$ cat config.mk
export PLATFORM = sky130hd
export DESIGN_NAME = mem_port_arbiter
export DESIGN_NICKNAME = d
export VERILOG_FILES = /design/src/rtl/mem_port_arbiter.sv
export SDC_FILE = /design/constraint.sdc
export NUM_CORES = 1
export LEC_CHECK = 0
export CAP_MARGIN = 20
export CORE_AREA = 3 3 102 104
export DETAILED_ROUTE_END_ITERATION = 6
export DIE_AREA = 0 0 105 107
export HOLD_SLACK_MARGIN = 0.05
export PLACE_DENSITY_LB_ADDON = 0.25
export SYNTH_ARGS = -nofsm -noshare
export SYNTH_HDL_FRONTEND = slang
export SYNTH_SLANG_ARGS = --single-unit
$ cat constraint.sdc
create_clock -name clk -period 1.9 [get_ports clk]
set_clock_uncertainty 0.2 [all_clocks]
set_input_delay 0.19 -clock clk [delete_from_list [all_inputs] [get_ports clk]]
set_output_delay 0.19 -clock clk [all_outputs]
set_load 0.02 [all_outputs]
$ cat src/rtl/mem_port_arbiter.sv
// mem_port_arbiter: shares one single-ported, one-cycle-latency memory between a data
// stage and an instruction fetch stage.
//
// Arbitration: data wins by default. A fetch that keeps losing is promoted once it has
// been denied STARVE_LIMIT consecutive cycles. Grants are combinational from the current
// requests and registered state. Read data returns one cycle after the grant and is
// tagged by a small response-owner register.
//
// Ports:
//   clk, rst_n                           clock, asynchronous active-low reset
//   d_req, d_we, d_addr, d_wdata         data-stage request (level, held until d_gnt)
//   d_gnt, d_rvalid, d_rdata             data-stage grant and read return
//   i_req, i_addr                        fetch request (level, held until i_gnt)
//   i_gnt, i_rvalid, i_rdata             fetch grant and read return
//   mem_addr, mem_wdata, mem_we          shared memory request
//   mem_rdata                            shared memory read data (one cycle after addr)
module mem_port_arbiter #(
  parameter int unsigned ADDR_W       = 32,
  parameter int unsigned DATA_W       = 32,
  parameter int unsigned STARVE_LIMIT = 3
) (
  input  logic              clk,
  input  logic              rst_n,
  input  logic              d_req,
  input  logic              d_we,
  input  logic [ADDR_W-1:0] d_addr,
  input  logic [DATA_W-1:0] d_wdata,
  output logic              d_gnt,
  output logic              d_rvalid,
  output logic [DATA_W-1:0] d_rdata,
  input  logic              i_req,
  input  logic [ADDR_W-1:0] i_addr,
  output logic              i_gnt,
  output logic              i_rvalid,
  output logic [DATA_W-1:0] i_rdata,
  output logic [ADDR_W-1:0] mem_addr,
  output logic [DATA_W-1:0] mem_wdata,
  output logic              mem_we,
  input  logic [DATA_W-1:0] mem_rdata
);

  localparam logic [3:0] Limit = 4'(STARVE_LIMIT);

  typedef enum logic [1:0] {
    OwnNone = 2'd0,
    OwnData = 2'd1,
    OwnInst = 2'd2
  } owner_e;

  owner_e     owner_q, owner_d;
  logic [3:0] starve_q, starve_d;

  // Raw arbitration result; the state registers are held in reset anyway, so only the
  // outputs need gating by rst_n.
  logic arb_d, arb_i;

  always_comb begin
    arb_d = 1'b0;
    arb_i = 1'b0;
    if (i_req && (!d_req || (starve_q == Limit))) begin
      arb_i = 1'b1;
    end else if (d_req) begin
      arb_d = 1'b1;
    end
  end

  // Reset forces all grants and the write strobe low without waiting for a clock edge.
  assign d_gnt  = arb_d & rst_n;
  assign i_gnt  = arb_i & rst_n;
  assign mem_we = d_gnt & d_we;

  // Fetch has no write data, so mem_wdata always carries the data-stage value.
  assign mem_addr  = arb_i ? i_addr : d_addr;
  assign mem_wdata = d_wdata;

  // Both returns come straight from memory; consumers qualify with their rvalid.
  assign d_rdata  = mem_rdata;
  assign i_rdata  = mem_rdata;
  assign d_rvalid = (owner_q == OwnData);
  assign i_rvalid = (owner_q == OwnInst);

  always_comb begin
    starve_d = starve_q;
    owner_d  = OwnNone;
    // A fetch that is not pending, or has just been served, forgets its history.
    if (!i_req || arb_i) begin
      starve_d = 4'd0;
    end else if (starve_q != Limit) begin
      starve_d = starve_q + 4'd1;
    end
    if (arb_d && !d_we) begin
      owner_d = OwnData;
    end else if (arb_i) begin
      owner_d = OwnInst;
    end
  end

  always_ff @(posedge clk or negedge rst_n) begin
    if (!rst_n) begin
      starve_q <= 4'd0;
      owner_q  <= OwnNone;
    end else begin
      starve_q <= starve_d;
      owner_q  <= owner_d;
    end
  end

endmodule

Word level (Yosys, flattened, before mapping):

Cells that the tools add are included.

* register bits: 6
* input bits: 133
* output and inout port bits: 133
* word-level logic and storage cells: 26

* add/sub/neg operators: 1
* equality and inequality tests: 4
* muxes and demuxes: 8
* bitwise operators: 3
* reductions and logical operators: 8

Operator list (count)
* 32-bit 2-to-1 mux: 1
* 4-bit 2-to-1 mux: 2
* 4-bit by 1-bit adder with 4-bit output, second input constant: 1
* 4-bit by 2-bit equality test with 1-bit output, second input constant: 1
* 2-bit 2-to-1 mux: 2
* 4-bit by 2-bit inequality test with 1-bit output, second input constant: 1
* 1-bit bitwise AND: 3
* 1-bit logical NOT: 3
* 1-bit 2-to-1 mux: 3
* 2-bit by 1-bit equality test with 1-bit output, second input constant: 1
* 2-bit equality test, second input constant: 1
* 1-bit logical AND: 2
* 1-bit logical OR: 2
* 2-bit nonzero test: 1

Logic depth before layout (Yosys ltp):

* depth after elaboration: 6
* mapped depth: 7
* depth with buffers taken out: 5

Least setup slack after synthesis:

OpenSTA, ideal clock, no wires.

* path kind: register to output
* start: reg starve_q[0]
* end: out mem_we
* arrival: 1720 ps
* data required time: 1510 ps
* slack: -210 ps
* stages on the path, launching flop included: 8
* path buffers: 2
* cells stage by stage: dfrtp_1 -> ha_1 -> or3b_1 -> a21bo_1 -> buf_6 -> buf_8 -> inv_1 -> nor3_1

* longest elaborated chain between the ends: 6

Ends and longest elaborated chain
* start: declaration: line 51 `logic [3:0] starve_q, starve_d;`
* start signal: assignment: line 103 `starve_q <= starve_d;`
* 4-bit by 2-bit equality test with 1-bit output: line 60 `if (i_req && (!d_req || (starve_q == Limit))) begin`
* 1-bit logical OR: line 60
* 1-bit logical AND: line 60
* 1-bit 2-to-1 mux: line 60
* 1-bit bitwise AND: line 68 `assign d_gnt = arb_d & rst_n;`
* 1-bit bitwise AND: line 70 `assign mem_we = d_gnt & d_we;`
* end: declaration: line 38 `output logic mem_we,`

Every way passes these cells.

Worst setup path in the final report:

* start: reg starve_q[1]
* end: out mem_addr[18]

* longest elaborated chain between the ends: 5

Ends and longest elaborated chain
* 4-bit by 2-bit equality test with 1-bit output: line 60
* 1-bit logical OR: line 60
* 1-bit logical AND: line 60
* 1-bit 2-to-1 mux: line 60
* 32-bit 2-to-1 mux: line 73 `assign mem_addr = arb_i ? i_addr : d_addr;`
* end: declaration: line 36 `output logic [ADDR_W-1:0] mem_addr,`

Every way passes these cells.

==> impl_metrics.yaml <==
status:
  status: "finished, violations left"
  violations: "negative setup slack"
finish:
  num-fill-cells: 1094
  syn_to_final_growth_pct: 38.7
  final_cell_mix: "70 x clkdlybuf4s50_1, 28 x mux2_4, 22 x buf_6, 12 x buf_2, 10 x buf_4"
  final_common_cell: "clkdlybuf4s50_1"
  multi_input_area_um2: 597
  nets: 315
  register_area_um2: 150
  n_antenna_cell: 0
  layout-drive-gt1-share_pct: 49.2
critical_path:
  r2r-start: "starve_q[1]"
  cp_slowest_stage_delay_ns: 0.38
  reg2reg_to: "owner_q[0]"
  cp.buffers_inverters: 2
  crit_arrival_ns: 2.01
  slowest_stage: "or3b_4"
  start_kind: "flop"
  path_cells: "ha_2 -> or3b_4 -> a21bo_4 -> buf_12 -> mux2_4 -> buf_2"
  cp-end-kind: "output port"
  cp.required_ns: 1.51
  cp_max_fo: 11
  path_class: "flop to output port"
  r2r_slack_ns: 0.05
  r2r_cells: 7
  cp_top_family: "simple AND/OR/NAND/NOR gates"
cts:
  clkSinkCount: 6
  h-tree-depth: 1
  clock_path_buffers: 2
  clk_pin_slew_ns: 0.04
  cts_tree: "yes"
  insertion_delay_ns: 0.23
  cts_root_buf: "clkbuf_8"
  numCtsBuffers: 3
timing:
  timing.final.hold_violations: 0
  setup_slack_ns: -0.500
  relSlewSlack_pct: 85.2
  finalMaxSlewViolations: 0
  grt_setup_unrepaired: "true"
  fin_crit_ns: 2.40
  period_share_pct: 126
  clock.fmax_mhz: 417
  tightest_slew_ns: 0.221
  whs_ns: 0.142
  setup_viol: 35
floorplanning:
  initial_utilization_pct: 15.8
  die_area_um2: 11200
  dieHeight_um: 107
  dieWidth_um: 105
  io_pins: 266
  std_cell_rows: 36
  core_area_um2: 9640
placed_design:
  pre_cts_ws_ns: -0.658
  port_buffers: 105
  dp_hpwl_mm: 3.17
  routabilityCongestion: 0.609
drt:
  dr.first_iter.drc_count: 22
  drc: 0
  post_drt_wl_per_cell_um: 12.4
  viasPerCell: 3.26
  vias: 1017
  drt-total-wl_mm: 3.88
  postRouteAntennaNets: 0
  drt_pass1_iterations: 3
power_and_ir_drop:
  intPower_w: 0.000582
  switching_power_w: 0.000238
  ir_drop_mv: 0.344
  switching_share_pct: 29.1
  combPwrFrac_pct: 59.8
  cellPowerDensity_nw_per_um2: 387
  power_leakage_nw: 0.975
  p_seq_share_pct: 16.4
  total_power_w: 0.000820
  p_clk_share_pct: 23.8
logic_synthesis:
  netlist.area_leader.share_pct: 47.2
  syn_area_um2: 1530
  ys_warn_count: 0
  synth.area.top_cells: "buf_4 47%, mux2_4 28%, dfrtp_1 9.8%, mux2_2 3.0%, buf_12 2.6%"
  seq_area_frac_synth_pct: 9.84
  synthDistinctLibCells: 20
  synth_seq_cells: 6
  syn_nets: 293
  syn_inst: 159
  syn_avg_cell_area_um2: 9.60
  synth.largest_area_cell: "buf_4"
global_routing:
  track_usage_pct: 6.53
  grt_overflow_total: 0
  antenna_found_initial: 0
  grt_pass1_wl_mm: 5.89
  grt_max_degree: 14
  grt_pass1_vias: 1053
flow_run:
  maxCapViolCount: 0
hold_path:
  hp-class: "input port to async pin"
## how the worst max path moves through the flow
stage / start / endpoint / slack [ns] / cells after the start
global route: starve_q[1] / mem_addr[3] / -0.59 / 6
detailed placement: starve_q[1] / mem_addr[21] / -0.66 / 6
CTS: starve_q[1] / mem_addr[17] / -0.53 / 6
global placement: starve_q[1] / mem_addr[21] / -0.65 / 6
floorplan: starve_q[0] / mem_addr[10] / -0.16 / 6
finish: starve_q[1] / mem_addr[18] / -0.50 / 6
## cells in the mapped netlist
cell type	number
buf_4	96
mux2_4	28
dfrtp_1	6
mux2_2	4
nor2_1	4
inv_1	3
buf_12	2
nand3_1	2
nor2b_1	2
nor3_1	2
a21bo_1	1
and2_1	1
and3_1	1
buf_6	1
buf_8	1
ha_1	1
nand2_1	1
or3b_1	1
xnor2_1	1
xor2_1	1
## sequential cells by signal (all words and copies together), names as in the netlist
| signal | cells |
|---|---|
| owner_q | 2 |
| starve_q | 4 |
## power groups by stage
stage          clock network (W)  registers (W)  logic [W]
2_1_floorplan                  0       0.000136   0.000510
3_3_place_gp                   0       0.000136   0.000489
3_5_place_dp                   0       0.000136   0.000490
4_1_cts                 0.000204       0.000135   0.000476
5_1_grt                 0.000213       0.000135   0.000519
6_report                0.000195       0.000135   0.000490
## cell type report
| cell class | count | share of cell area [%] |
|---|---|---|
| Multi-Input combinational cell | 50 | 28.2 |
| Tap cell | 133 | 7.86 |
| Sequential cell | 6 | 7.09 |
| Timing Repair Buffer | 117 | 54.4 |
| Inverter | 3 | 0.532 |
| Clock buffer | 3 | 1.95 |
## metal layers
metal / wire (µm) / share of wire [%] / vias to the layer above / track usage [%]
met5: 0 / 0 / - / 0
met4: 82 / 2.1 / 0 / 2.91
met3: 654 / 17 / 13 / 4.82
met2: 1680 / 43 / 114 / 9.30
met1: 1460 / 38 / 433 / 7.28
li1: - / - / 457 / -
## kinds of logic after synthesis
kind of cell,share of synthesized area (%)
xor gates and xnor gates,1.15
AOI/OAI and AO/OA,0.656
and+or+nand+nor,4.75
DFF,9.84
buffers and inverters,52.3
adders and majority gates,0.820
muxes,30.5
## metrics by stage
stage	util [%]	TNS, ns	std cells	cell area, µm²
after floorplan	-	-4.57	159	1540
after global placement	21.5	-21.47	308	2070
after detailed placement	21.5	-21.71	308	2070
after CTS	21.4	-17.62	312	2060
after global routing	22.0	-19.61	312	2120
final	22.0	-16.55	312	2120
## worst register-to-register path, delay by kind of cell (launching register included)
kind,cells,cell delay [ns]
AOI/OAI and AO/OA,1,0.27
DFF,1,0.34
and+or+nand+nor,2,0.42
adders and majority gates,1,0.17
buffers and inverters,3,0.34
## what timing repair did
item,CTS,global route
hold buffers,0,0
setup endpoints to repair,35,36
gates cloned,1,0
setup buffers,0,0
pin swaps,1,1
gates resized for setup,171,19
Power figures use the tool's default switching activity.
==> variant 1: new RTL, config.mk and constraints unchanged <==
The parameter `DATA_W` goes from 32 to 28.
--- a/src/rtl/mem_port_arbiter.sv
+++ b/src/rtl/mem_port_arbiter.sv
@@ -18,3 +18,3 @@
   parameter int unsigned ADDR_W       = 32,
-  parameter int unsigned DATA_W       = 32,
+  parameter int unsigned DATA_W       = 28,
   parameter int unsigned STARVE_LIMIT = 3
Interface: changed (5 resized); port bits go from 266 to 246. No check against the original RTL was run, so the function may have changed too.
==> variant 1 against the unedited design <==
The flow still finishes with violations (negative setup slack). Via count shrank 0.69%. Sequential cell count unchanged. Power down 2.9%. Synthesized area fell by 5.9%. Routed wire length shrank 1.5%. Cell area decreased by 1.9%. Combinational power shrank 3%. Synthesized cell count fell by 7.5%. Setup slack better by 0.0052 ns. Largest power group unchanged. Highest routed layer unchanged.
==> variant 1: results (changes against the unedited design) <==
logic_synthesis:
  syn_nets: 273  # -6.8%
  ys.flop_type: "dfrtp_1"
  seq_area_frac_synth_pct: 10.5  # +0.62 points
  yosys-top-cells-area: "buf_4, mux2_4, dfrtp_1"
  synthArstFlopShare_pct: 100  # unchanged
  synth_top_area_share_pct: 43.9  # -3.3 points
  synth.distinct_cells: 20  # unchanged
  synth_warnings: 0  # unchanged
  yosys-top-cells-count: "buf_4, mux2_4, dfrtp_1"
global_route:
  grt_pass1_wl_mm: 5.54  # -6.0%
  grt_max_degree: 22  # +8
  antenna_found_initial: 0  # unchanged
  first_global_vias: 1047  # -0.57%
  grt_util_all_layers_pct: 6.14  # -0.39 points
place:
  placed_area_sq_um: 2070  # -0.36%
  gp_congestion: 0.652  # +7.1%
  portBuffers: 105  # unchanged
  place.detailed.hpwl_mm: 3.23  # +1.8%
status:
  status: "complete, but fails checks"
  failed_checks: "negative setup slack"
timing:
  whs_ns: 0.160  # +0.0181 ns
  finalSetupViolCount: 35  # unchanged
  setup_slack_ns: -0.495  # +0.00517 ns
  relSlewSlack_pct: 84.1  # -1.1 points
detailed_routing:
  avgRoutedWirePerCell_um: 12.3  # -0.89%
  vias_per_cell: 3.26  # about the same
  first_pass_iters: 4  # +1
  drt_iter0_markers: 24  # +9.1%
power:
  peakVddDrop_v: 0.000437  # +27%
  swShare_pct: 28.1  # -0.92 points
  p_leak_nw: 0.951  # -2.5%
cells_and_area:
  largest_registers: "starve_q (4), owner_q (2)"
  drive_gt1_share_pct: 49.2  # about the same
  num_antenna_cells: 0  # unchanged
  nNetsFinal: 305  # -3.2%
clock_network:
  cts_max_path_buffers: 2  # unchanged
  path_clk_slew_ns: 0.03
  ctsRootBufferMaster: "clkbuf_8"
  numCtsBuffers: 3  # unchanged
  cts_htree_levels: 1  # unchanged
  clk_latency_ns: 0.22
critical_path:
  crit_arrival_ns: 2.01  # about the same
  reg2reg_to: "owner_q[0]"
  r2r_slack_ns: 0.08  # +0.03 ns
  path_max_fanout: 21  # +10
  reg2reg_from: "starve_q[0]"
  ff2ff_path_depth: 7  # unchanged
min_path:
  hold_class: "primary input to asynchronous set/reset pin"
[variant 1: worst max-delay path, cell delays in order (launching register included)]
cell     delay (ns)
dfrtp_1        0.35
ha_2           0.18
or3b_4         0.38
a21bo_4        0.24
buf_12         0.17
mux2_4         0.30
buf_2          0.16
[variant 1: worst max path at each step]
stage / startpoint / to / slack, ns / depth (start not counted)
2_1_floorplan: starve_q[0] / mem_addr[10] / -0.16 / 6
3_3_place_gp: starve_q[0] / mem_addr[15] / -0.65 / 6
3_5_place_dp: starve_q[1] / mem_addr[15] / -0.67 / 6
4_1_cts: starve_q[1] / mem_addr[6] / -0.50 / 6
5_1_grt: starve_q[1] / mem_addr[12] / -0.56 / 6
6_report: starve_q[0] / mem_addr[6] / -0.50 / 6
[variant 1: cell type report]
cell class              count  area (sq um)
clock buffers               3          41.3
fillers                  1085          7560
inverters                   3          11.3
multi-input cells          50           602
flip-flops and latches      6           150
well taps                 133           166
repair buffers            115          1110
[variant 1: cells by family (layout without fill, tap and decap cells)]
logic type	count (synthesis)	after routing	synth area share [%]
multiplexers	32	32	32.4
AO/OA/AOI/OAI	1	1	0.697
AND/OR/NAND/NOR	14	14	5.05
flip-flops	6	6	10.5
buffers and inverters	91	121	49.3
XOR/XNOR	2	2	1.22
adder cells (fa/ha/maj)	1	1	0.871
[variant 1: per-layer routing]
layer,share of wire [%],up-vias,track usage (%)
li1,-,452,-
met1,34,438,6.56
met2,46,114,9.07
met3,18,6,5.06
met4,0.89,0,1.97
met5,0,-,0
[variant 1: timing repair]
action | CTS | global route
setup endpoints to repair | 35 | 35
setup buffers | 0 | 0
pin swaps | 0 | 0
resized for setup | 172 | 14
[variant 1: through the flow]
stage	worst slack, ns	power (W)	std cells	util, %	TNS, ns
finish	-0.495	0.000796	310	21.5	-16.17
global route	-0.556	0.000839	310	21.5	-18.13
CTS	-0.503	0.000794	310	21.1	-16.44
detailed placement	-0.669	0.000626	307	21.4	-22.15
global placement	-0.653	0.000624	307	21.4	-21.55
floorplan	-0.156	0.000610	147	-	-4.57
[variant 1: power groups by stage]
stage          clock network, W  logic, W  registers, W
2_1_floorplan                 0  0.000473      0.000136
3_3_place_gp                  0  0.000488      0.000136
3_5_place_dp                  0  0.000489      0.000136
4_1_cts                0.000190  0.000469      0.000135
5_1_grt                0.000199  0.000505      0.000135
6_report               0.000185  0.000476      0.000135
==> variant 2: new RTL, same flow settings <==
Made on the original files. The 3 values of `owner_e` get a one-hot encoding in 3 bits.
--- a/src/rtl/mem_port_arbiter.sv
+++ b/src/rtl/mem_port_arbiter.sv
@@ -43,6 +43,6 @@
 
-  typedef enum logic [1:0] {
-    OwnNone = 2'd0,
-    OwnData = 2'd1,
-    OwnInst = 2'd2
+  typedef enum logic [2:0] {
+    OwnNone = 3'b001,
+    OwnData = 3'b010,
+    OwnInst = 3'b100
   } owner_e;
Function: no difference found for any inputs over 10 cycles, from zero or initial values and one cycle with rst_n low; not proved beyond that.
==> variant 2 against the unedited design <==
The flow still finishes with violations (negative setup slack). Critical endpoint is now mem_addr[20]. Sequential cell count increased by 1. Combinational power shrank 0.8%. Critical path type unchanged. Routed wire length shrank 2.3%. Cell area is 2.8% higher. Setup slack better by 0.011 ns. Global-route usage hardly changed. Power up 4.7%. Sequential share of layout area rose by 1.0 points. Synthesized area increased by 2.6%. Synthesized cell count up 1.9%.
==> variant 2: results (changes against the unedited design) <==
timing:
  finalSetupViolCount: 36  # +2.9%
  tightest_slew_ns: 0.250  # +0.0288 ns
  setup_slack_ns: -0.490  # +0.0105 ns
cells_and_area:
  fillers: 1077  # -1.6%
  nNetsFinal: 320  # +1.6%
  largest_registers: "starve_q (4), owner_q (3)"
  drive_gt1_share_pct: 49.7  # +0.57 points
  num_antenna_cells: 0  # unchanged
clock_network:
  numCtsBuffers: 3  # unchanged
  ctsRootBufferMaster: "clkbuf_8"
  path_clk_slew_ns: 0.04  # about the same
  clk_latency_ns: 0.23  # about the same
  cts_max_path_buffers: 2  # unchanged
  cts_htree_levels: 1  # unchanged
min_path:
  hold_class: "primary input to asynchronous set/reset pin"
detailed_routing:
  drt_iter0_markers: 17  # -23%
  first_pass_iters: 3  # unchanged
  wl_mm: 3.79  # -2.3%
  vias_per_cell: 3.33  # +2.1%
global_route:
  antenna_found_initial: 0  # unchanged
  grt_pass1_wl_mm: 5.88  # -0.24%
  grt_max_degree: 18  # +4
  grt_util_all_layers_pct: 6.49  # -0.048 points
  first_global_vias: 1184  # +12%
place:
  portBuffers: 105  # unchanged
  gp_congestion: 0.623  # +2.3%
  place.detailed.hpwl_mm: 3.18  # about the same
  pre_cts_slack_ns: -0.666  # -0.00811 ns
logic_synthesis:
  yosys-top-cells-area: "buf_4, mux2_4, dfrtp_1"
  synth.distinct_cells: 19  # -5.0%
  syn_nets: 296  # +1.0%
  ys.flop_type: "dfrtp_1"
  seq_area_frac_synth_pct: 11.3  # +1.4 points
  yosys-top-cells-count: "buf_4, mux2_4, dfrtp_1"
  synthArstFlopShare_pct: 100  # unchanged
  synth_warnings: 0  # unchanged
status:
  failed_checks: "negative setup slack"
  status: "complete, but fails checks"
power:
  peakVddDrop_v: 0.000182  # -47%
  p_leak_nw: 1.02  # +4.9%
  p_int_w: 0.000613  # +5.4%
critical_path:
  path_max_fanout: 17  # +6
  crit_arrival_ns: 2.00
==> variant 2: cell count changes after synthesis <==
cell and delta:
buf_8 -1, a21oi_1 +1, buf_12 +1, nor3b_1 +2
dfstp_2 +1, nor2_1 +1, inv_1 +2, nor4_1 +1
and2_1 -1, nand2_1 -1, and3_1 -1, nor2b_1 -2
==> variant 2: power groups by stage <==
stage               Sequential, W  Combinational (W)  Clock [W]
CTS                      0.000160           0.000440   0.000221
finish                   0.000160           0.000486   0.000212
floorplan                0.000161           0.000514          0
detailed placement       0.000162           0.000491          0
global placement         0.000162           0.000492          0
global route             0.000161           0.000518   0.000224
==> variant 2: routing by layer <==
layer	share of wire [%]	up-vias	track usage (%)	wire, um
li1	-	472	-	-
met4	3.9	0	3.84	148
met1	31	446	6.24	1180
met2	46	119	9.53	1730
met3	19	21	5.42	732
met5	0	-	0	0
==> variant 2: kinds of logic after synthesis <==
kind of cell | synth area share (%)
flip-flops | 11.3
adder cells (fa/ha/maj) | 0.799
AO/OA/AOI/OAI | 0.958
AND/OR/NAND/NOR | 4.39
multiplexers | 29.7
buffers and inverters | 51.8
XOR/XNOR | 1.12
==> variant 2: critical path: stages, from the launching register on <==
cell and delay (ns):
dfrtp_1 0.34, ha_2 0.18, or3b_4 0.38, a21bo_4 0.24, buf_12 0.16, mux2_4 0.30, buf_2 0.16
==> variant 2: what timing repair did <==
item                       4_1_cts  5_1_grt
buffers inserted                 0        2
cloned                           0        0
resized for setup              145       49
setup endpoints to repair       35       38
pin swaps                        1        1
==> variant 2: path summary, 6_finish.rpt <==
kind / start / end / slack (ns) / cells past startpoint
max: starve_q[1] / mem_addr[20] / -0.49 / 6
min: rst_n / starve_q[1] / 0.06 / 2
max reg2reg: starve_q[1] / owner_q[0] / -0.03 / 8
min reg2reg: starve_q[0] / starve_q[0] / 0.32 / 2
max in group asynchronous: rst_n / owner_q[0] / 1.23 / 2
min in group clk: d_wdata[18] / mem_wdata[18] / 0.18 / 0
==> variant 2: per-stage QoR <==
stage / setup TNS [ns] / std cells / cell area, sq um / total power (W) / util, %
6_report: -16.42 / 318 / 2180 / 0.000859 / 22.6
3_3_place_gp: -21.40 / 312 / 2120 / 0.000654 / 22.0
5_1_grt: -18.83 / 318 / 2180 / 0.000903 / 22.6
4_1_cts: -17.87 / 316 / 2000 / 0.000821 / 20.8
3_5_place_dp: -21.86 / 312 / 2120 / 0.000653 / 22.0
2_1_floorplan: -4.52 / 162 / 1580 / 0.000675 / -
==> variant 2: final cells by class <==
class,count,area share (%)
Tap cell,133,7.65
Multi-Input combinational cell,50,28.0
Timing Repair Buffer,119,53.2
Clock buffer,4,2.07
Inverter,5,0.978
Sequential cell,7,8.11
